===== src/rtl/div8_seq_pkg.sv =====
// Shared widths, state encodings and constants for the sequential 8-bit divider.
package div8_seq_pkg;

  localparam int unsigned DIV_W = 8;
  localparam logic [2:0] ITER_LAST = 3'd7;
  localparam logic [DIV_W-1:0] DZ_QUOT = 8'hFF;

  typedef enum logic [1:0] {
    StIdle = 2'd0,
    StCalc = 2'd1,
    StDone = 2'd2
  } state_e;

endpackage


===== src/rtl/div8_seq_if.sv =====
// Start/busy/done handshake and operand/result bus of the divider.
interface div8_seq_if;
  import div8_seq_pkg::*;

  logic             start;
  logic [DIV_W-1:0] dividend;
  logic [DIV_W-1:0] divisor;
  logic             busy;
  logic             done;
  logic [DIV_W-1:0] quotient;
  logic [DIV_W-1:0] remainder;
  logic             div_by_zero;

  modport master (
    output start, dividend, divisor,
    input  busy, done, quotient, remainder, div_by_zero
  );

  modport slave (
    input  start, dividend, divisor,
    output busy, done, quotient, remainder, div_by_zero
  );

endinterface


===== src/rtl/sub8_unit.sv =====
// 8-bit ripple subtractor a + ~b + 1 built from full adders; cout=1 means no borrow.
module sub8_unit
  import div8_seq_pkg::*;
(
  input  logic [DIV_W-1:0] a,
  input  logic [DIV_W-1:0] b,
  output logic [DIV_W-1:0] diff,
  output logic             cout
);

  logic [DIV_W:0]   carry;
  logic [DIV_W-1:0] b_inv;

  assign carry[0] = 1'b1;
  assign b_inv    = ~b;

  for (genvar i = 0; i < DIV_W; i++) begin : g_fa
    assign diff[i]      = a[i] ^ b_inv[i] ^ carry[i];
    assign carry[i+1]   = (a[i] & b_inv[i]) | (carry[i] & (a[i] ^ b_inv[i]));
  end

  assign cout = carry[DIV_W];

endmodule


===== src/rtl/div8_seq.sv =====
// Sequential restoring divider: one quotient bit per cycle through sub8_unit,
// results held in output registers until the next operation completes.
module div8_seq
  import div8_seq_pkg::*;
(
  input  logic      clk,
  input  logic      rst,
  div8_seq_if.slave bus
);

  state_e           state_q, state_d;
  logic [DIV_W-1:0] q_q, q_d, r_q, r_d, d_q, d_d;
  logic [DIV_W-1:0] quot_q, quot_d, rem_q, rem_d;
  logic [2:0]       cnt_q, cnt_d;
  logic             dbz_q, dbz_d;

  logic [DIV_W:0]   trial;
  logic [DIV_W-1:0] diff, r_step, q_step;
  logic             cout, ge;

  assign trial = {r_q, q_q[DIV_W-1]};

  sub8_unit u_sub (
    .a    (trial[DIV_W-1:0]),
    .b    (d_q),
    .diff (diff),
    .cout (cout)
  );

  // trial[8] set means the trial value is >= 256 > divisor, so subtraction always succeeds.
  assign ge     = trial[DIV_W] | cout;
  assign r_step = ge ? diff : trial[DIV_W-1:0];
  assign q_step = {q_q[DIV_W-2:0], ge};

  always_comb begin
    state_d = state_q;
    q_d     = q_q;
    r_d     = r_q;
    d_d     = d_q;
    cnt_d   = cnt_q;
    quot_d  = quot_q;
    rem_d   = rem_q;
    dbz_d   = dbz_q;
    unique case (state_q)
      StIdle: begin
        if (bus.start) begin
          q_d   = bus.dividend;
          d_d   = bus.divisor;
          r_d   = '0;
          cnt_d = '0;
          if (bus.divisor == '0) begin
            state_d = StDone;
            quot_d  = DZ_QUOT;
            rem_d   = bus.dividend;
            dbz_d   = 1'b1;
          end else begin
            state_d = StCalc;
          end
        end
      end
      StCalc: begin
        q_d   = q_step;
        r_d   = r_step;
        cnt_d = cnt_q + 3'd1;
        if (cnt_q == ITER_LAST) begin
          state_d = StDone;
          quot_d  = q_step;
          rem_d   = r_step;
          dbz_d   = 1'b0;
        end
      end
      StDone:  state_d = StIdle;
      default: state_d = StIdle;
    endcase
  end

  always_ff @(posedge clk or posedge rst) begin
    if (rst) begin
      state_q <= StIdle;
      q_q     <= '0;
      r_q     <= '0;
      d_q     <= '0;
      cnt_q   <= '0;
      quot_q  <= '0;
      rem_q   <= '0;
      dbz_q   <= 1'b0;
    end else begin
      state_q <= state_d;
      q_q     <= q_d;
      r_q     <= r_d;
      d_q     <= d_d;
      cnt_q   <= cnt_d;
      quot_q  <= quot_d;
      rem_q   <= rem_d;
      dbz_q   <= dbz_d;
    end
  end

  assign bus.busy        = (state_q == StCalc);
  assign bus.done        = (state_q == StDone);
  assign bus.quotient    = quot_q;
  assign bus.remainder   = rem_q;
  assign bus.div_by_zero = dbz_q;

endmodule


===== src/flat_wrapper.sv =====
// flat-port wrapper written by rule: the top's interface ports become plain ports
module div8_seq_flat import div8_seq_pkg::*;
  (clk, rst, bus_start, bus_dividend, bus_divisor, bus_busy, bus_done, bus_quotient, bus_remainder, bus_div_by_zero);
  div8_seq_if bus_i ();
  input  logic clk;
  input  logic rst;
  input wire logic [$bits(bus_i.start)-1:0] bus_start;
  input wire logic [$bits(bus_i.dividend)-1:0] bus_dividend;
  input wire logic [$bits(bus_i.divisor)-1:0] bus_divisor;
  output wire logic [$bits(bus_i.busy)-1:0] bus_busy;
  output wire logic [$bits(bus_i.done)-1:0] bus_done;
  output wire logic [$bits(bus_i.quotient)-1:0] bus_quotient;
  output wire logic [$bits(bus_i.remainder)-1:0] bus_remainder;
  output wire logic [$bits(bus_i.div_by_zero)-1:0] bus_div_by_zero;
  assign bus_i.start = bus_start;
  assign bus_i.dividend = bus_dividend;
  assign bus_i.divisor = bus_divisor;
  assign bus_busy = bus_i.busy;
  assign bus_done = bus_i.done;
  assign bus_quotient = bus_i.quotient;
  assign bus_remainder = bus_i.remainder;
  assign bus_div_by_zero = bus_i.div_by_zero;
  div8_seq u_core (.clk(clk), .rst(rst), .bus(bus_i));
endmodule

===== config.mk =====
export PLATFORM = sky130hd
export DESIGN_NAME = div8_seq_flat
export DESIGN_NICKNAME = d
export VERILOG_FILES = /design/src/rtl/div8_seq_pkg.sv /design/src/rtl/div8_seq_if.sv /design/src/rtl/sub8_unit.sv /design/src/rtl/div8_seq.sv /design/src/flat_wrapper.sv
export SDC_FILE = /design/constraint.sdc
export NUM_CORES = 1
export LEC_CHECK = 0
export ABC_AREA = 1
export CAP_MARGIN = 20
export CORE_ASPECT_RATIO = 1.75
export CORE_MARGIN = 2
export CORE_UTILIZATION = 50
export CTS_BUF_LIST = sky130_fd_sc_hd__clkbuf_8
export CTS_CLUSTER_DIAMETER = 50
export DETAILED_ROUTE_END_ITERATION = 8
export PLACE_DENSITY = 0.77
export SETUP_SLACK_MARGIN = 0.15
export SYNTH_ARGS = -nofsm -noshare
export SYNTH_HDL_FRONTEND = slang
export SYNTH_HIERARCHICAL = 1
export SYNTH_SLANG_ARGS = --single-unit

===== constraint.sdc =====
create_clock -name clk -period 5.45 [get_ports clk]
set_input_delay 0.545 -clock clk [delete_from_list [all_inputs] [get_ports clk]]
set_output_delay 0.545 -clock clk [all_outputs]
set_load 0.1 [all_outputs]

# ---- Word-level counts from Yosys, hierarchy flattened
# Index checks and enable logic that the tools add are counted.
dict set report word_totals {
  wordCells 86
  reg_bits 46
  output_inout_bits 19
}
dict set report classes {
  bitwise 41
  reduce_logical 7
  n_addsub 1
  muxes 23
  n_eq_ne 6
}
# cell count
set ops {}
lappend ops {{$mux 8} 9}
lappend ops {{$pmux 8 s2} 4}
lappend ops {{$and 1x1->1} 15}
lappend ops {{$xor 1x1->1} 15}
lappend ops {{$or 1x1->1} 9}
lappend ops {{$logic_not 8->1} 1}
lappend ops {{$not 8->8} 1}
lappend ops {{$mux 2} 3}
lappend ops {{$pmux 3 s2} 1}
lappend ops {{$reduce_and 2->1} 3}
lappend ops {{$ne 2x1->1 const B} 2}
lappend ops {{$pmux 2 s2} 1}
lappend ops {{$reduce_and 4->1} 1}
lappend ops {{$add 3x1->3 const B} 1}
lappend ops {{$eq 3x3->1 const B} 1}
lappend ops {{$mux 1} 3}
lappend ops {{$mux 3} 1}
lappend ops {{$eq 2x1->1 const B} 1}
lappend ops {{$eq 2x2->1 const B} 1}
lappend ops {{$logic_not 2->1} 1}
lappend ops {{$ne 2x2->1 const B} 1}
lappend ops {{$pmux 1 s2} 1}
lappend ops {{$reduce_bool 2->1} 1}
lappend ops {{$not 1->1} 1}

# ---- Depth between registers and ports, before layout
# Gate-level depths: netlist (run 1).
dict set report depth {
  word_depth 21
  mapped_depth 18
  mapped_depth_nobuf 18
}

# ---- Cells and area by module
# The synthesis (run 1) kept the hierarchy.
# module n_inst cells_each area_per_inst_um2
set by_module_without_submodules {}
lappend by_module_without_submodules {div8_seq 1 250 2087.0}
lappend by_module_without_submodules {sub8_unit 1 25 216.5}

# ---- Worst setup path after synthesis (run 1)
# Ideal clock, no wire load.
dict set report synth_timing {
  kind {reg-to-reg}
  start {register u_core.q_q[7]}
  end {register u_core.rem_q[7] (netlist: u_core/bus.remainder[7])}
  n_path_buf 0
  stages_incl_launch_ff 17
  setup_slack_ns 1.932
  arrival_time_ns 3.396
  required_ns 5.328
  path_cell_list {dfrtp_1 > inv_1 > ha_1 > inv_1 > fa_1 > inv_1 > fa_1 > fa_1 > fa_1 > fa_1 > fa_1 > inv_1 > fa_1 > nand3_1 > nand3_1 > nand3_1 > nand2_1}
}
# element line_no
set synth_lines {}
lappend synth_lines {{from (decl)} div8_seq.sv:12} ;# logic [DIV_W-1:0] q_q, q_d, r_q, r_d, d_q, d_d;
lappend synth_lines {{from (signal assigned)} div8_seq.sv:89} ;# q_q <= q_d;
lappend synth_lines {{$and 1x1->1 / $xor 1x1->1 (equally long branches)} sub8_unit.sv:19} ;# assign carry[i+1] = (a[i] & b_inv[i]) | (carry[i] & (a[i] ^ b_inv[i]));
lappend synth_lines {{$or 1x1->1 *} sub8_unit.sv:19}
lappend synth_lines {{$and 1x1->1 *} sub8_unit.sv:19}
lappend synth_lines {{$or 1x1->1 *} sub8_unit.sv:19}
lappend synth_lines {{$and 1x1->1 *} sub8_unit.sv:19}
lappend synth_lines {{$or 1x1->1 *} sub8_unit.sv:19}
lappend synth_lines {{$and 1x1->1 *} sub8_unit.sv:19}
lappend synth_lines {{$or 1x1->1 *} sub8_unit.sv:19}
lappend synth_lines {{(+3 left out)} --}
lappend synth_lines {{$or 1x1->1 *} sub8_unit.sv:19}
lappend synth_lines {{$and 1x1->1 *} sub8_unit.sv:19}
lappend synth_lines {{$or 1x1->1 *} sub8_unit.sv:19}
lappend synth_lines {{$xor 1x1->1 *} sub8_unit.sv:18} ;# assign diff[i] = a[i] ^ b_inv[i] ^ carry[i];
lappend synth_lines {{net u_core.diff[7]} div8_seq.sv:18} ;# logic [DIV_W-1:0] diff, r_step, q_step;
lappend synth_lines {{$mux 8 *} div8_seq.sv:32} ;# assign r_step = ge ? diff : trial[DIV_W-1:0];
lappend synth_lines {{$mux 8 *} div8_seq.sv:65} ;# if (cnt_q == ITER_LAST) begin
lappend synth_lines {{$pmux 8 s2 *} div8_seq.sv:44} ;# unique case (state_q)
lappend synth_lines {{to (signal assigned)} div8_seq.sv:94} ;# rem_q <= rem_d;
lappend synth_lines {{to (decl)} div8_seq.sv:13} ;# logic [DIV_W-1:0] quot_q, quot_d, rem_q, rem_d;
# The timed path passes the listed nets; every way through them passes the cells marked *. The select of a mux whose other input is x is not followed.
# A chain may end at the register's enable or synchronous reset.

# ---- Final worst setup path (run 1)
dict set report layout_timing {
  start {register u_core.q_q[7]}
  end {register u_core.rem_q[0] (netlist: u_core/bus.remainder[0])}
}
dict set report layout_between {
  elab_chain_cells 20
}
# element line_no
set layout_rtl {}
lappend layout_rtl {{$and 1x1->1 / $xor 1x1->1 (equally long branches)} sub8_unit.sv:19}
lappend layout_rtl {{$or 1x1->1 *} sub8_unit.sv:19}
lappend layout_rtl {{$and 1x1->1 *} sub8_unit.sv:19}
lappend layout_rtl {{$or 1x1->1 *} sub8_unit.sv:19}
lappend layout_rtl {{$and 1x1->1 *} sub8_unit.sv:19}
lappend layout_rtl {{$or 1x1->1 *} sub8_unit.sv:19}
lappend layout_rtl {{$and 1x1->1 *} sub8_unit.sv:19}
lappend layout_rtl {{$or 1x1->1 *} sub8_unit.sv:19}
lappend layout_rtl {{(+5 left out)} --}
lappend layout_rtl {{$or 1x1->1 *} sub8_unit.sv:19}
lappend layout_rtl {{$and 1x1->1 *} sub8_unit.sv:19}
lappend layout_rtl {{$or 1x1->1 *} sub8_unit.sv:19}
lappend layout_rtl {{net u_core.cout} div8_seq.sv:19} ;# logic cout, ge;
lappend layout_rtl {{$or 1x1->1 *} div8_seq.sv:31} ;# assign ge = trial[DIV_W] | cout;
lappend layout_rtl {{$mux 8 *} div8_seq.sv:32}
lappend layout_rtl {{$mux 8 *} div8_seq.sv:65}
lappend layout_rtl {{$pmux 8 s2 *} div8_seq.sv:44}
# Marked as above.

==> results.cfg, run 1 <==
[status]
run_status = finished, final reports clean

[layout]
drive_gt1_frac = 0.0671
nFillCells = 382
antennaDiodeCount = 0
syn2layout_area_growth_pct = 23.2
layout_common_cells = nand2_1, nand3_1, dfrtp_1
final_common_cell = nand2_1
final_nets = 341

[clocking]
clock_sink_count = 46
cts_setup_buffers = 0
cts_max_path_buffers = 2
tritoncts = yes
clk_pin_slew_ns = 0.08
cts_hold_buf = 0
htree_levels = 2
cts_made_buffers = 5
cts_resized = 0
clk-insertion-delay-late_ns = 0.30
cts_root_buf = clkbuf_8

[floorplan]
die_h_um = 93.8
fp.dieW_um = 55.3
core_um2 = 4400
dieArea_um2 = 5190
ioPinCount = 38
fp-row-count = 32
start_util = 0.523

[routing]
viasPerCell = 5.32
post_drt_wl_per_cell_um = 13.8
detail_route.wirelength_um = 5020
drtIter0Drc = 59
drcViolationCount = 0
antenna_left = 0
firstDrtPassIters = 4
vias = 1937

[place]
dp.final_hpwl_um = 3560
gp_congestion = 0.925
io_buffers = 37

[grt]
grt_first_pass_wirelength_um = 8720
grt_overflow_total = 0
grt_pass1_vias = 1913
globalRouteTotalUtil = 0.213
antenna_found_initial = 0
grt_max_degree = 47

[setup_path]
worstPathArrival_ns = 4.12
crit_type = flop to flop
crit_start = u_core/q_q[7]
cp.required_ns = 5.69
worstPathMaxFanout = 8
r2r_end = u_core/bus.remainder[0]
ff2ff_setup_slack_ns = 1.57
endpoint = u_core/bus.remainder[0]
r2r_start = u_core/q_q[7]
startpoint_type = flop
critPathCaptureType = flop
r2r_cells = 18

[timing]
timing.fmax_mhz = 258
layout_min_cycle_time_ns = 3.88
hold_violations = 0
max_slew_margin = 0.350
tns_ns = 0
rsz0062_at_grt = no
tightest_slew_ns = 0.972
skew_ns = 0.00733
maxSlewViolCount = 0
setup_viol_count_final = 0
period_share = 0.712

[flow_run]
drv_cap = 0

[logic_synthesis]
synth-seq-cells = 46
synthAdderAreaFrac = 0.0771
async_reset_ff_frac = 1.00
synth_xor_area_frac = 0
synth_top_family_by_area = simple AND/OR/NAND/NOR gates
synth_area_um2 = 2300
synthMuxAreaShare = 0
synth_compound_area_frac = 0.0527
synth.area.top_cells = dfrtp_1, nand2_1, nand3_1
synth_top_area_share = 0.500
synth_area_leader_cell = dfrtp_1
ys_types = 23
synth_edf_count = 0
yosys_warnings = 6
syn_nets = 304
synth_seq_area_share = 0.500
synth_ff_type = dfrtp_1
netlist_instances = 275
synthSimpleGateAreaFrac = 0.293
synth.avg_cell_area_um2 = 8.38

[hold_path]
hold_path.class = flop to flop
worst max-delay path, cell delays in order, from the launching register on:
cell	delay, ns
dfrtp_1	0.37
inv_1	0.06
ha_1	0.20
inv_1	0.07
fa_1	0.16
inv_1	0.05
fa_1	0.37
fa_1	0.39
fa_1	0.39
fa_1	0.39
fa_1	0.36
inv_1	0.09
fa_1	0.20
inv_1	0.05
nand2_1	0.21
nand3_1	0.17
nand3_1	0.11
nand3_1	0.07
nand2_1	0.11
logic make-up (layout without fill, tap and decap cells):
group	after synthesis	in the layout
compound gates	21	21
fa+ha+maj	10	10
buf+inv	41	79
flops	46	46
simple gates	157	157
area by class of cell:
| class | count | area [µm²] | share of cell area |
|---|---|---|---|
| Clock buffer | 6 | 82.6 | 0.0291 |
| Clock inverter | 2 | 60.1 | 0.0212 |
| Inverter | 32 | 120 | 0.0423 |
| Multi-Input combinational cell | 188 | 975 | 0.343 |
| Sequential cell | 46 | 1150 | 0.406 |
| Tap cell | 51 | 63.8 | 0.0225 |
| Timing Repair Buffer | 39 | 385 | 0.136 |
per-layer routing:
metal	up-vias	track usage	wire, µm
li1	946	-	-
met5	-	0	0
met3	9	0.0413	241
met4	0	0.104	107
met1	918	0.264	2070
met2	64	0.355	2590
registers in the layout, summed over array words and instances, names as in the netlist:
| signal | cells |
|---|---|
| u_core/bus.quotient | 8 |
| u_core/bus.remainder | 8 |
| u_core/d_q | 8 |
| u_core/q_q | 8 |
| u_core/r_q | 8 |
| u_core/cnt_q | 3 |
| u_core/state_q | 2 |
| u_core/bus.div_by_zero | 1 |
through the flow:
stage               hold slack, ns  instance area (µm²)  worst slack, ns  cells  utilization
floorplan                    0.442                 2300             1.93    275            -
global placement             0.452                 2700             1.74    356        0.612
detailed placement           0.458                 2700             1.64    356        0.612
CTS                          0.479                 2840             1.59    364        0.644
global route                 0.501                 2840             1.28    364        0.644
finish                       0.472                 2840             1.57    364        0.644
cells in the mapped netlist (2+ instances only):
| master | count |
|---|---|
| inv_2 | 5 |
| dfrtp_1 | 46 |
| buf_4 | 3 |
| nand3_1 | 47 |
| o21ai_1 | 5 |
| o21ai_0 | 9 |
| ha_1 | 3 |
| nand2_2 | 2 |
| buf_2 | 4 |
| nand2_1 | 95 |
| inv_1 | 27 |
| nor2_1 | 10 |
| nand2_4 | 2 |
| a22o_1 | 2 |
| fa_1 | 7 |
worst min path at each step:
stage                           start                     end  slack (ns)  cells past startpoint
6_report       u_core/bus.quotient[4]  u_core/bus.quotient[4]        0.47                      2
5_1_grt        u_core/bus.quotient[1]  u_core/bus.quotient[1]        0.50                      2
4_1_cts        u_core/bus.quotient[4]  u_core/bus.quotient[4]        0.48                      2
3_5_place_dp   u_core/bus.quotient[4]  u_core/bus.quotient[4]        0.46                      2
3_3_place_gp   u_core/bus.quotient[3]  u_core/bus.quotient[3]        0.45                      2
2_1_floorplan           u_core/d_q[1]           u_core/d_q[1]        0.44                      2
Power of run 1 is not shown: default switching activity piles up to over one toggle a cycle in this logic, so the estimate is an artifact.
==> run 2, diff against run 1 <==
--- a/config.mk
+++ b/config.mk
@@ -13,7 +13,7 @@
 export CTS_BUF_LIST = sky130_fd_sc_hd__clkbuf_8
 export CTS_CLUSTER_DIAMETER = 50
 export DETAILED_ROUTE_END_ITERATION = 8
-export PLACE_DENSITY = 0.77
+export PLACE_DENSITY = 0.8
 export SETUP_SLACK_MARGIN = 0.15
 export SYNTH_ARGS = -nofsm -noshare
 export SYNTH_HDL_FRONTEND = slang
==> constraint.sdc (replaced) <==
create_clock -name clk -period 3.3 [get_ports clk]
set_input_delay 0.33 -clock clk [delete_from_list [all_inputs] [get_ports clk]]
set_output_delay 0.33 -clock clk [all_outputs]
set_load 0.1 [all_outputs]
==> run 2 against run 1 <==
Compared with the run above: the flow now finishes with violations (negative setup slack); via count increased by 6.2%; non-clock buffer count increased by 11; sequential cell count unchanged; cell area increased by 8.5%; first-iteration DRC count increased by 29%; final cell count increased by 3.0%; global-route usage increased by 2.1 points; register-to-register slack got worse by 1.8 ns; critical path depth decreased by 1; clock skew increased by 0.0011 ns; critical path type unchanged.
==> results.cfg, run 2 (same netlist as run 1, synthesis figures left out) <==
[layout]
fin_util = 0.699
final_nets = 352
syn2layout_area_growth_pct = 33.7
final_common_cell = nand2_1
antennaDiodeCount = 0
drive_gt1_frac = 0.213
layout_common_cells = nand2_1, dfrtp_1, clkdlybuf4s50_1

[clocking]
cts_made_buffers = 5
tritoncts = yes
cts_max_path_buffers = 2
cts_root_buf = clkbuf_8
clk-insertion-delay-late_ns = 0.31
clock_sink_count = 46
htree_levels = 2
cts_hold_buf = 0
clk_pin_slew_ns = 0.09

[setup_path]
ff2ff_setup_slack_ns = -0.24
startpoint_type = flop
r2r_cells = 17
critPathCaptureType = flop
r2r_start = u_core/d_q[0]
worstPathArrival_ns = 3.78
worstPathMaxFanout = 8
cp.required_ns = 3.55
crit_type = flop to flop
r2r_end = u_core/bus.remainder[2]

[routing]
route.met2.wl_um = 3280
drcViolationCount = 0
viasPerCell = 5.49
drtIter0Drc = 76
met3_length_um = 287
antenna_left = 0
post_drt_wl_per_cell_um = 15.6
wl_met1_um = 2140
detail_route.wirelength_um = 5870
vias = 2058
firstDrtPassIters = 4
top_layer = met4

[timing]
max_slew_margin = 0.349
timing.fmax_mhz = 283
setup_viol_count_final = 17
maxSlewViolCount = 0
rsz0062_at_grt = yes
layout_min_cycle_time_ns = 3.54
hold_violations = 0
worst_slack_ns = -0.236
skew_ns = 0.00844
tightest_slew_ns = 0.973
period_share = 1.07

[status]
violations = negative setup slack
run_status = finished, violations left

[grt]
grt_max_degree = 31
globalRouteTotalUtil = 0.235
grt_overflow_total = 0
antenna_found_initial = 0
grt_first_pass_wirelength_um = 9580
grt_pass1_vias = 2106

[hold_path]
hold_path.class = input pin to async pin

[place]
dp.final_hpwl_um = 3900
gp_congestion = 0.844
io_buffers = 37

[floorplan]
fp.dieW_um = 55.3
core_um2 = 4400
ioPinCount = 38
dieArea_um2 = 5190
fp-row-count = 32
die_h_um = 93.8
start_util = 0.523

[flow_run]
drv_cap = 0
run 2: through the flow:
stage | instances | hold WS (ns) | setup TNS (ns) | setup WS, ns | instance area, µm²
floorplan | 275 | 0.442 | -0.0310 | -0.0310 | 2350
global placement | 365 | 0.452 | -0.467 | -0.0898 | 2800
detailed placement | 365 | 0.457 | -1.13 | -0.139 | 2800
CTS | 373 | 0.479 | -1.92 | -0.177 | 3000
global route | 375 | 0.348 | -4.31 | -0.328 | 3080
finish | 375 | 0.312 | -2.68 | -0.236 | 3080
run 2: worst max-delay path by stage:
stage                        startpoint                       to  slack [ns]  cells past startpoint
after floorplan           u_core/q_q[7]  u_core/bus.remainder[7]       -0.03                     16
after global placement    u_core/q_q[7]  u_core/bus.remainder[7]       -0.09                     16
after detailed placement  u_core/q_q[7]  u_core/bus.remainder[7]       -0.14                     16
after CTS                 u_core/q_q[7]  u_core/bus.remainder[1]       -0.18                     18
after global routing      u_core/d_q[0]  u_core/bus.remainder[2]       -0.33                     17
final                     u_core/d_q[0]  u_core/bus.remainder[2]       -0.24                     17
run 2: area by class of cell:
cell class                      instances  area [µm²]
Clock inverter                          3        45.0
Inverter                               32         120
Sequential cell                        46        1150
Tap cell                               51        63.8
Fill cell                             329        1330
Multi-Input combinational cell        188        1140
Timing Repair Buffer                   50         494
Clock buffer                            5        68.8
run 2: metal layers:
layer	global-route usage	vias to the layer above
met5	0	-
met4	0.114	0
met3	0.0344	22
met2	0.423	91
met1	0.269	978
li1	-	967
run 2: worst max-delay path, stage by stage (launching register included):
cell and delay (ns):
dfrtp_1 0.41, ha_4 0.17, inv_2 0.05, fa_2 0.19
inv_2 0.04, fa_2 0.33, fa_2 0.35, fa_2 0.35
fa_2 0.35, fa_2 0.34, inv_2 0.07, fa_2 0.25
inv_2 0.08, nand2_8 0.12, nand3_2 0.13, nand3_2 0.10
nand3_1 0.07, nand2_1 0.08
run 2: timing repair:
item | 4_1_cts | 5_1_grt
buffers inserted | 0 | 1
setup endpoints to repair | 18 | 18
gates resized for setup | 17 | 9
pin swaps | 4 | 4
Power of run 2 is left out for the same reason.
==> run 3, diff against run 2 <==
--- a/config.mk
+++ b/config.mk
@@ -13,7 +13,7 @@
 export CTS_BUF_LIST = sky130_fd_sc_hd__clkbuf_8
 export CTS_CLUSTER_DIAMETER = 50
 export DETAILED_ROUTE_END_ITERATION = 8
-export PLACE_DENSITY = 0.8
+export PLACE_DENSITY = 0.77
 export SETUP_SLACK_MARGIN = 0.15
 export SYNTH_ARGS = -nofsm -noshare
 export SYNTH_HDL_FRONTEND = slang
==> constraint.sdc (replaced) <==
create_clock -name clk -period 3.6 [get_ports clk]
set_input_delay 0.36 -clock clk [delete_from_list [all_inputs] [get_ports clk]]
set_output_delay 0.36 -clock clk [all_outputs]
set_load 0.1 [all_outputs]
==> run 3 against run 2 <==
Compared with the run above: the flow now finishes without violations; worst hold slack better by 0.0011 ns; worst setup slack better by 0.35 ns; first-iteration DRC count is 20% lower; die area stayed put; maximum frequency is 1.4% higher; utilization is 2.2 points lower; critical path depth stayed put; final cell count is 1.9% lower; wire length is 10% lower; register-to-register slack better by 0.35 ns.
==> results.cfg, run 3 (same netlist as run 1, synthesis figures left out) <==
[status]
run_status = finished, final reports clean

[place]
io_buffers = 37
gp_congestion = 0.885
dp_cells = 358
dp.final_hpwl_um = 3600

[clocking]
cts_hold_buf = 0
clk-insertion-delay-late_ns = 0.31
cts_root_buf = clkbuf_8
clock_sink_count = 46
clk_pin_slew_ns = 0.09
cts_made_buffers = 5
htree_levels = 2
cts_max_path_buffers = 2
tritoncts = yes

[routing]
firstDrtPassIters = 4
vias = 1965
antenna_left = 0
detail_route.wirelength_um = 5280
drtIter0Drc = 61
viasPerCell = 5.34
drcViolationCount = 0
post_drt_wl_per_cell_um = 14.3

[timing]
tightest_slew_ns = 0.973
skew_ns = 0.0105
layout_min_cycle_time_ns = 3.49
setup_viol_count_final = 0
max_slew_margin = 0.349
timing.fmax_mhz = 287
hold_violations = 0
maxSlewViolCount = 0
period_share = 0.969
rsz0062_at_grt = yes

[setup_path]
crit_top_cell = fa_2
worstPathMaxFanout = 8
r2r_cells = 17
crit_type = flop to flop
cpPeakStageDelay_ns = 0.40
path_cells = ha_2, inv_2, fa_2, inv_2, fa_2, fa_2, fa_2, fa_2, fa_2, inv_2, fa_2, inv_2, nand2_8, nand3_2, nand3_1, nand3_1, nand2_1
slowest_stage = dfrtp_1
cp.required_ns = 3.84
r2r_end = u_core/bus.remainder[6]
critPathCaptureType = flop
startpoint_type = flop
ff2ff_setup_slack_ns = 0.11
worstPathArrival_ns = 3.73
r2r_start = u_core/d_q[0]

[layout]
layout_common_cells = nand2_1, dfrtp_1, clkdlybuf4s50_1
final_common_cell = nand2_1
antennaDiodeCount = 0
syn2layout_area_growth_pct = 29.5
finalNonFillerCells = 368
drive_gt1_frac = 0.174
final_nets = 345

[grt]
grtUsageMet2 = 0.390
grt_max_degree = 29
grt_first_pass_wirelength_um = 8940
grt_util_met1 = 0.261
grt_busiest_layer = met2
grt_pass1_vias = 1943
grt_overflow_total = 0
antenna_found_initial = 0
globalRouteTotalUtil = 0.222
met3_usage = 0.0372

[floorplan]
start_util = 0.523
fp-row-count = 32
core_um2 = 4400
fp.dieW_um = 55.3
ioPinCount = 38
die_h_um = 93.8
dieArea_um2 = 5190

[flow_run]
drv_cap = 0

[hold_path]
hold_path.class = input pin to async pin
-- run 3: cell types whose count changed in the layout (fill, tap and decap cells not counted), moves of 2 or more --
cell / previous run / this run
buf_6: 3 / 0
buf_4: 11 / 6
nand3_1: 27 / 32
inv_1: 21 / 23
nand3_2: 19 / 13
-- run 3: layout make-up --
type	count	area [µm²]
Fill cell	375	1420
Sequential cell	46	1150
Multi-Input combinational cell	188	1110
Timing Repair Buffer	43	433
Inverter	32	120
Clock buffer	5	68.8
Tap cell	51	63.8
Clock inverter	3	41.3
-- run 3: through the flow --
step | TNS (ns) | setup WS (ns) | utilization | instance area (µm²) | hold WS (ns)
2_1_floorplan | 0 | 0.160 | - | 2310 | 0.442
3_3_place_gp | -0.00577 | -0.00577 | 0.616 | 2710 | 0.453
3_5_place_dp | -0.297 | -0.0822 | 0.616 | 2710 | 0.457
4_1_cts | 0 | 0.110 | 0.653 | 2880 | 0.478
5_1_grt | 0 | 0.0117 | 0.678 | 2980 | 0.334
6_report | 0 | 0.113 | 0.678 | 2980 | 0.313
-- run 3: worst max-delay path: cells and delay by family (launching register included) --
family / cells / cell delay [ns]
buffers and inverters: 4 / 0.23
AND/OR/NAND/NOR: 5 / 0.51
adder cells (fa/ha/maj): 8 / 2.29
flip-flops: 1 / 0.40
-- run 3: worst max-delay path by stage --
stage,startpoint,end,slack (ns),depth (start not counted)
after floorplan,u_core/q_q[7],u_core/bus.remainder[7],0.16,16
after global placement,u_core/q_q[7],u_core/bus.remainder[4],-0.006,18
after detailed placement,u_core/q_q[7],u_core/bus.remainder[4],-0.08,18
after CTS,u_core/d_q[0],u_core/bus.remainder[4],0.11,17
after global routing,u_core/d_q[0],u_core/bus.remainder[1],0.01,17
final,u_core/d_q[0],u_core/bus.remainder[6],0.11,17
-- run 3: what timing repair did --
item	CTS	global route
pin swaps	2	11
endpoints found under the hold margin	0	0
setup endpoints to repair	17	18
setup buffers	0	1
resized for setup	16	17
-- run 3: per-layer routing --
layer  up-vias  part of all wire
met4         0             0.031
met3        11             0.049
met1       928              0.38
met5         -                 0
li1        957                 -
met2        69              0.54
Power of run 3 is left out for the same reason.
